## src/rtl/port_fifo_device_pkg.sv

```systemverilog
// Shared constants for the port-bus FIFO responder: register offsets,
// STATUS bit positions and the STATUS packing helper.
package port_fifo_device_pkg;

  localparam int WORD_SIZE_DEF = 16;

  localparam logic [1:0] PORT_OFF_DATA    = 2'd0;
  localparam logic [1:0] PORT_OFF_STATUS  = 2'd1;
  localparam logic [1:0] PORT_OFF_TXCOUNT = 2'd2;
  localparam logic [1:0] PORT_OFF_RXCOUNT = 2'd3;

  localparam int ST_TX_FULL      = 0;
  localparam int ST_TX_EMPTY     = 1;
  localparam int ST_RX_FULL      = 2;
  localparam int ST_RX_EMPTY     = 3;
  localparam int ST_TX_OVERFLOW  = 4;
  localparam int ST_RX_UNDERFLOW = 5;

  function automatic logic [5:0] pack_status(
    input logic tx_full, input logic tx_empty,
    input logic rx_full, input logic rx_empty,
    input logic tx_ovf,  input logic rx_unf
  );
    logic [5:0] s;
    s                  = '0;
    s[ST_TX_FULL]      = tx_full;
    s[ST_TX_EMPTY]     = tx_empty;
    s[ST_RX_FULL]      = rx_full;
    s[ST_RX_EMPTY]     = rx_empty;
    s[ST_TX_OVERFLOW]  = tx_ovf;
    s[ST_RX_UNDERFLOW] = rx_unf;
    return s;
  endfunction

endpackage

```

## src/rtl/port_fifo_device_if.sv

```systemverilog
// CPU port bus plus the TX/RX valid/ready streams of the FIFO responder.
interface port_fifo_device_if
  import port_fifo_device_pkg::*;
#(
  parameter int WORD_SIZE = WORD_SIZE_DEF
);
  logic [WORD_SIZE-1:0] portaddr;
  logic [WORD_SIZE-1:0] portval;
  logic                 portget;
  logic                 portset;
  logic [WORD_SIZE-1:0] portout;
  logic [WORD_SIZE-1:0] tx_data;
  logic                 tx_valid;
  logic                 tx_ready;
  logic [WORD_SIZE-1:0] rx_data;
  logic                 rx_valid;
  logic                 rx_ready;

  modport master (
    output portaddr, portval, portget, portset, tx_ready, rx_data, rx_valid,
    input  portout, tx_data, tx_valid, rx_ready
  );

  modport slave (
    input  portaddr, portval, portget, portset, tx_ready, rx_data, rx_valid,
    output portout, tx_data, tx_valid, rx_ready
  );
endinterface

```

## src/rtl/port_fifo_device_sync_fifo.sv

```systemverilog
// Synchronous FIFO: pushes on full and pops on empty are dropped, and the
// head word is presented combinationally (zero while empty).
module port_fifo_device_sync_fifo #(
  parameter int WIDTH = 16,
  parameter int DEPTH = 4,
  localparam int CW = $clog2(DEPTH) + 1
) (
  input  logic             clk,
  input  logic             rst_n,
  input  logic             i_push,
  input  logic             i_pop,
  input  logic [WIDTH-1:0] i_din,
  output logic [WIDTH-1:0] o_dout,
  output logic             o_full,
  output logic             o_empty,
  output logic [CW-1:0]    o_count
);
  localparam int AW = $clog2(DEPTH);

  logic [WIDTH-1:0] r_mem [DEPTH];
  logic [AW-1:0]    r_wr_ptr;
  logic [AW-1:0]    r_rd_ptr;
  logic [CW-1:0]    r_count;
  logic             w_push;
  logic             w_pop;

  assign o_full  = (r_count == CW'(DEPTH));
  assign o_empty = (r_count == '0);
  assign o_count = r_count;
  assign w_push  = i_push & ~o_full;
  assign w_pop   = i_pop & ~o_empty;
  assign o_dout  = o_empty ? '0 : r_mem[r_rd_ptr];

  // Pointers are AW bits wide, so wrap modulo DEPTH comes for free.
  always_ff @(posedge clk or negedge rst_n) begin
    if (!rst_n) begin
      r_wr_ptr <= '0;
      r_rd_ptr <= '0;
      r_count  <= '0;
    end else begin
      if (w_push) r_wr_ptr <= r_wr_ptr + AW'(1);
      if (w_pop)  r_rd_ptr <= r_rd_ptr + AW'(1);
      case ({w_push, w_pop})
        2'b10:   r_count <= r_count + CW'(1);
        2'b01:   r_count <= r_count - CW'(1);
        default: r_count <= r_count;
      endcase
    end
  end

  always_ff @(posedge clk) begin
    if (w_push) r_mem[r_wr_ptr] <= i_din;
  end

endmodule

```

## src/rtl/port_fifo_device.sv

```systemverilog
// Port-bus responder: decodes a 4-word window, buffers CPU writes in a TX
// FIFO, serves CPU reads from an RX FIFO, and exposes status and counts.
module port_fifo_device
  import port_fifo_device_pkg::*;
#(
  parameter int                   WORD_SIZE = WORD_SIZE_DEF,
  parameter logic [WORD_SIZE-1:0] BASE_ADDR = WORD_SIZE'(16'h0010),
  parameter int                   DEPTH     = 4
) (
  input logic               clk,
  input logic               do_reset_n,
  port_fifo_device_if.slave bus
);
  localparam int CW = $clog2(DEPTH) + 1;

  logic                 w_hit;
  logic [1:0]           w_off;
  logic                 w_rd;
  logic                 w_wr;
  logic                 w_tx_push;
  logic                 w_tx_pop;
  logic                 w_rx_push;
  logic                 w_rx_pop;
  logic                 w_tx_full;
  logic                 w_tx_empty;
  logic                 w_rx_full;
  logic                 w_rx_empty;
  logic [CW-1:0]        w_tx_count;
  logic [CW-1:0]        w_rx_count;
  logic [WORD_SIZE-1:0] w_rx_dout;
  logic [WORD_SIZE-1:0] w_status;
  logic                 r_tx_ovf;
  logic                 r_rx_unf;
  logic [WORD_SIZE-1:0] r_portout;

  assign w_hit = (bus.portaddr[WORD_SIZE-1:2] == BASE_ADDR[WORD_SIZE-1:2]);
  assign w_off = bus.portaddr[1:0];
  assign w_rd  = bus.portget & w_hit;
  assign w_wr  = bus.portset & w_hit;

  assign w_tx_push = w_wr & (w_off == PORT_OFF_DATA);
  assign w_tx_pop  = bus.tx_valid & bus.tx_ready;
  assign w_rx_push = bus.rx_valid & bus.rx_ready;
  assign w_rx_pop  = w_rd & (w_off == PORT_OFF_DATA);

  assign bus.tx_valid = ~w_tx_empty;
  assign bus.rx_ready = ~w_rx_full;
  assign bus.portout  = r_portout;

  assign w_status = WORD_SIZE'(pack_status(w_tx_full, w_tx_empty, w_rx_full,
                                           w_rx_empty, r_tx_ovf, r_rx_unf));

  port_fifo_device_sync_fifo #(.WIDTH(WORD_SIZE), .DEPTH(DEPTH)) u_tx_fifo (
    .clk     (clk),
    .rst_n   (do_reset_n),
    .i_push  (w_tx_push),
    .i_pop   (w_tx_pop),
    .i_din   (bus.portval),
    .o_dout  (bus.tx_data),
    .o_full  (w_tx_full),
    .o_empty (w_tx_empty),
    .o_count (w_tx_count)
  );

  port_fifo_device_sync_fifo #(.WIDTH(WORD_SIZE), .DEPTH(DEPTH)) u_rx_fifo (
    .clk     (clk),
    .rst_n   (do_reset_n),
    .i_push  (w_rx_push),
    .i_pop   (w_rx_pop),
    .i_din   (bus.rx_data),
    .o_dout  (w_rx_dout),
    .o_full  (w_rx_full),
    .o_empty (w_rx_empty),
    .o_count (w_rx_count)
  );

  // All read sources are pre-edge values; an empty RX head reads as zero.
  always_ff @(posedge clk or negedge do_reset_n) begin
    if (!do_reset_n) begin
      r_portout <= '0;
      r_tx_ovf  <= 1'b0;
      r_rx_unf  <= 1'b0;
    end else begin
      if (w_rd) begin
        case (w_off)
          PORT_OFF_DATA:    r_portout <= w_rx_dout;
          PORT_OFF_STATUS:  r_portout <= w_status;
          PORT_OFF_TXCOUNT: r_portout <= WORD_SIZE'(w_tx_count);
          PORT_OFF_RXCOUNT: r_portout <= WORD_SIZE'(w_rx_count);
        endcase
      end
      if (w_wr && (w_off == PORT_OFF_STATUS)) begin
        r_tx_ovf <= 1'b0;
        r_rx_unf <= 1'b0;
      end else begin
        if (w_tx_push && w_tx_full)  r_tx_ovf <= 1'b1;
        if (w_rx_pop  && w_rx_empty) r_rx_unf <= 1'b1;
      end
    end
  end

endmodule

```

## src/flat_wrapper.sv

```systemverilog
// flat-port wrapper written by rule: the top's interface ports become plain ports
module port_fifo_device_flat import port_fifo_device_pkg::*;
#(
  parameter int                   WORD_SIZE = WORD_SIZE_DEF,
  parameter logic [WORD_SIZE-1:0] BASE_ADDR = WORD_SIZE'(16'h0010),
  parameter int                   DEPTH     = 4
)
  (clk, do_reset_n, bus_portaddr, bus_portval, bus_portget, bus_portset, bus_tx_ready, bus_rx_data, bus_rx_valid, bus_portout, bus_tx_data, bus_tx_valid, bus_rx_ready);
  port_fifo_device_if #(.WORD_SIZE(WORD_SIZE)) bus_i ();
  input logic clk;
  input logic do_reset_n;
  input wire logic [$bits(bus_i.portaddr)-1:0] bus_portaddr;
  input wire logic [$bits(bus_i.portval)-1:0] bus_portval;
  input wire logic [$bits(bus_i.portget)-1:0] bus_portget;
  input wire logic [$bits(bus_i.portset)-1:0] bus_portset;
  input wire logic [$bits(bus_i.tx_ready)-1:0] bus_tx_ready;
  input wire logic [$bits(bus_i.rx_data)-1:0] bus_rx_data;
  input wire logic [$bits(bus_i.rx_valid)-1:0] bus_rx_valid;
  output wire logic [$bits(bus_i.portout)-1:0] bus_portout;
  output wire logic [$bits(bus_i.tx_data)-1:0] bus_tx_data;
  output wire logic [$bits(bus_i.tx_valid)-1:0] bus_tx_valid;
  output wire logic [$bits(bus_i.rx_ready)-1:0] bus_rx_ready;
  assign bus_i.portaddr = bus_portaddr;
  assign bus_i.portval = bus_portval;
  assign bus_i.portget = bus_portget;
  assign bus_i.portset = bus_portset;
  assign bus_i.tx_ready = bus_tx_ready;
  assign bus_i.rx_data = bus_rx_data;
  assign bus_i.rx_valid = bus_rx_valid;
  assign bus_portout = bus_i.portout;
  assign bus_tx_data = bus_i.tx_data;
  assign bus_tx_valid = bus_i.tx_valid;
  assign bus_rx_ready = bus_i.rx_ready;
  port_fifo_device #(.WORD_SIZE(WORD_SIZE), .BASE_ADDR(BASE_ADDR), .DEPTH(DEPTH)) u_core (.clk(clk), .do_reset_n(do_reset_n), .bus(bus_i));
endmodule
```

## config.mk

```make
export PLATFORM = sky130hd
export DESIGN_NAME = port_fifo_device_flat
export DESIGN_NICKNAME = d
export VERILOG_FILES = /design/src/rtl/port_fifo_device_pkg.sv /design/src/rtl/port_fifo_device_if.sv /design/src/rtl/port_fifo_device_sync_fifo.sv /design/src/rtl/port_fifo_device.sv /design/src/flat_wrapper.sv
export SDC_FILE = /design/constraint.sdc
export NUM_CORES = 1
export LEC_CHECK = 0
export CORE_ASPECT_RATIO = 0.5
export CORE_UTILIZATION = 40
export CTS_CLUSTER_SIZE = 28
export DETAILED_ROUTE_END_ITERATION = 8
export GPL_ROUTABILITY_DRIVEN = 0
export PLACE_DENSITY_LB_ADDON = 0.25
export REMOVE_ABC_BUFFERS = 1
export SETUP_SLACK_MARGIN = 0.2
export SLEW_MARGIN = 10
export SYNTH_ARGS = -nofsm -noshare
export SYNTH_HDL_FRONTEND = slang
export SYNTH_SLANG_ARGS = --single-unit
export TNS_END_PERCENT = 20
```

## constraint.sdc

```tcl
create_clock -name clk -period 4.28 [get_ports clk]
set_clock_uncertainty 0.15 [all_clocks]
set_input_delay 0.856 -clock clk [delete_from_list [all_inputs] [get_ports clk]]
set_output_delay 0.856 -clock clk [all_outputs]
set_load 0.02 [all_outputs]
```

==> results.toml <==
[run_status]
outcome = "finished, final reports clean"

[clocking]
clkLatencyLatePin_ps = 420
clockBufferDepth = 2
ctsResizeCount = 0
clock-sinks = 160
ctsHoldBuffers = 0
cts_made_buffers = 17
ctsHtreeMaxLevel = 4
cts_setup_buffers = 0
cts_root_buf = "clkbuf_16"
tritoncts = "done"
path_clk_slew_ps = 70

[yosys]
synth.ff_latch_count = 160
syn_area_um2 = 6450
syn_inst = 361
syn_avg_cell_area_um2 = 17.9
synthFlopType = "edfxtp_1"
seq_area_frac_synth_pct = 72.0
synth_edf_count = 128
synthArstFlopShare_pct = 20.0
yosysWarnings = 0
ys_types = 37

[power_and_ir_drop]
intPower_mw = 3.16
p_per_area_nw_per_um2 = 546
max-vdd-ir-drop_mv = 0.300
p_leak_nw = 2.89
switching_share_pct = 28.7
power_frac_seq_pct = 45.2
combPwrFrac_pct = 23.1
switchingPower_mw = 1.28
pwr-share-clk_pct = 31.7

[global_routing]
grt_pass1_wl_um = 19000
gr-total-overflow = 0
grt_max_degree = 33
grt_pass1_vias = 3453
antenna_found_initial = 0
gr-usage-all-layers_pct = 15.7

[sta]
finalMaxSlewViolations = 0
fmax_ghz = 0.273
setup_viol = 0
tightest_slew_ps = 905
fin_crit_ps = 3670
fin_tns_setup_ps = 0
rsz0062_at_grt = "false"
fin_crit_sh_pct = 85.7
slew_headroom_pct = 39.7
finalHoldViolations = 0

[finish]
fill_cells = 1265
fin_util_pct = 52.2
fin_cells = 677
nets = 526
antenna_cells = 0
area_growth_pct = 26.0
drive_gt1_share_pct = 15.2

[critical_path]
start_kind = "flip-flop"
arrival_ps = 2660
path_max_fanout = 10
path_class = "reg2out"
worstPathRequired_ps = 3270
critPathCaptureType = "output pin"

[detailed_routing]
drc = 0
firstDrtPassIters = 4
routed_wl_um = 12100
via_count = 3409
dr.first_iter.drc_count = 173
avgRoutedWirePerCell_um = 17.9
vias_per_cell = 5.04
antenna_left = 0

[floorplan]
coreArea_um2 = 15600
ios = 88
initial_core_util_pct = 41.4
die_w_um = 182
die_h_um = 91.8
die-area_um2 = 16700
rows = 32

[hold_path]
hold_path_class = "reg2reg"

[placement]
placed_cells = 645
io_buffer_count = 87
dp_hpwl_um = 7510

[run]
drv_cap = 0
==> kinds of logic (layout without fill, tap and decap cells) <==
family          Yosys count  after routing  share of synthesized area (%)
simple gates             99             99                           8.02
fa+ha+maj                12             12                           2.56
flops                   160            160                           72.0
compound gates           15             15                           1.61
mux                      37             37                           12.5
buf+inv                  26            138                           1.69
xor+xnor                 12             12                           1.63
==> Yosys cell counts (2+ instances only) <==
cell	count	share of area (%)
and4_1	4	0.54
mux4_2	27	9.4
and3_1	4	0.39
nor2b_1	2	0.19
xor2_1	5	0.68
nand3_1	14	1.1
fa_1	2	0.62
nand2_1	28	1.6
buf_2	3	0.23
and2_1	23	2.2
o21ai_0	2	0.16
nor3_1	2	0.16
nor4_1	2	0.19
edfxtp_1	128	60
a221oi_1	3	0.41
nor3b_1	3	0.35
clkbuf_1	12	0.70
nor2_1	12	0.70
dfrtp_1	32	12
o211ai_1	2	0.23
a21oi_1	3	0.23
mux4_1	6	2.4
xnor2_1	7	0.95
mux2_2	3	0.52
inv_1	9	0.52
ha_1	10	1.9
or3_1	2	0.19
nor4b_1	2	0.27
==> layout by cell type, fill, tap and decap left out, types with 7 or more instances in the layout <==
cell             netlist  routed
mux4_2                27      27
dfrtp_1               32      32
clkbuf_16              0      17
buf_4                  0      10
ha_1                  10      10
clkdlybuf4s50_1        0      87
nand3_1               14      14
nor2_1                12      12
inv_1                  9       9
edfxtp_1             128     128
nand2_1               28      28
xnor2_1                7       7
and2_1                23      23
==> per-layer routing <==
layer / vias up / wire, µm / track usage [%]
met3: 5 / 445 / 3.85
met4: 0 / 74 / 5.86
li1: 1596 / - / -
met5: - / 0 / 0
met1: 1731 / 5540 / 20.5
met2: 77 / 6030 / 25.4
==> final cells by class <==
class / instances / area, µm² / share of cell area [%]
flip-flops and latches: 160 / 4640 / 57.1
multi-input cells: 175 / 1700 / 20.9
clock inverters: 15 / 125 / 1.54
repair buffers: 97 / 946 / 11.6
well taps: 204 / 255 / 3.14
inverters: 9 / 33.8 / 0.415
clock buffers: 17 / 425 / 5.23
==> path summary, 6_finish.rpt <==
path                                               from                      endpoint  slack [ps]  cells after the start
max                        u_core.u_tx_fifo.r_rd_ptr[0]                bus_tx_data[5]         610                      4
min                               u_core.bus.portout[9]         u_core.bus.portout[9]         320                      2
max reg2reg                 u_core.u_tx_fifo.o_count[0]   u_core.u_tx_fifo.o_count[2]        1660                      8
min reg2reg                       u_core.bus.portout[9]         u_core.bus.portout[9]         320                      2
max in group asynchronous                    do_reset_n         u_core.bus.portout[7]        2950                      2
min in group asynchronous                    do_reset_n  u_core.u_tx_fifo.r_wr_ptr[0]         700                      2
==> state kept, by name, indices dropped and copies added (netlist names) <==
signal                     flops
u_core.u_rx_fifo.o_count       3
u_core.bus.portout            16
u_core.u_tx_fifo.r_mem        64
u_core.u_rx_fifo.r_mem        64
u_core.r_tx_ovf                1
u_core.u_tx_fifo.o_count       3
u_core.u_rx_fifo.r_rd_ptr      2
u_core.u_tx_fifo.r_rd_ptr      2
u_core.u_tx_fifo.r_wr_ptr      2
u_core.u_rx_fifo.r_wr_ptr      2
u_core.r_rx_unf                1
==> power groups by stage <==
stage                     Sequential (mW)  Combinational (mW)  Clock [mW]
after global placement               2.04                1.03           0
after CTS                            2.01                1.05        1.44
after global routing                 2.03                1.11        1.51
after floorplan                      2.01               0.608           0
after detailed placement             2.04                1.04           0
final                                2.01                1.03        1.41
==> critical path, cell delays in order (launching register included) <==
cell             delay, ps
dfrtp_1                670
buf_4                  340
mux4_2                 520
and2_1                 180
clkdlybuf4s50_1        530
==> per-stage QoR <==
step                cell area [µm²]  power (mW)  setup slack (ps)  hold slack [ps]
floorplan                      6380        2.62              1160              320
global placement               7580        3.07               699              302
detailed placement             7580        3.09               604              309
CTS                            8130        4.50               541              325
global route                   8130        4.65               400              347
finish                         8130        4.44               613              319
No activity file was read; power rests on OpenSTA's default activity.
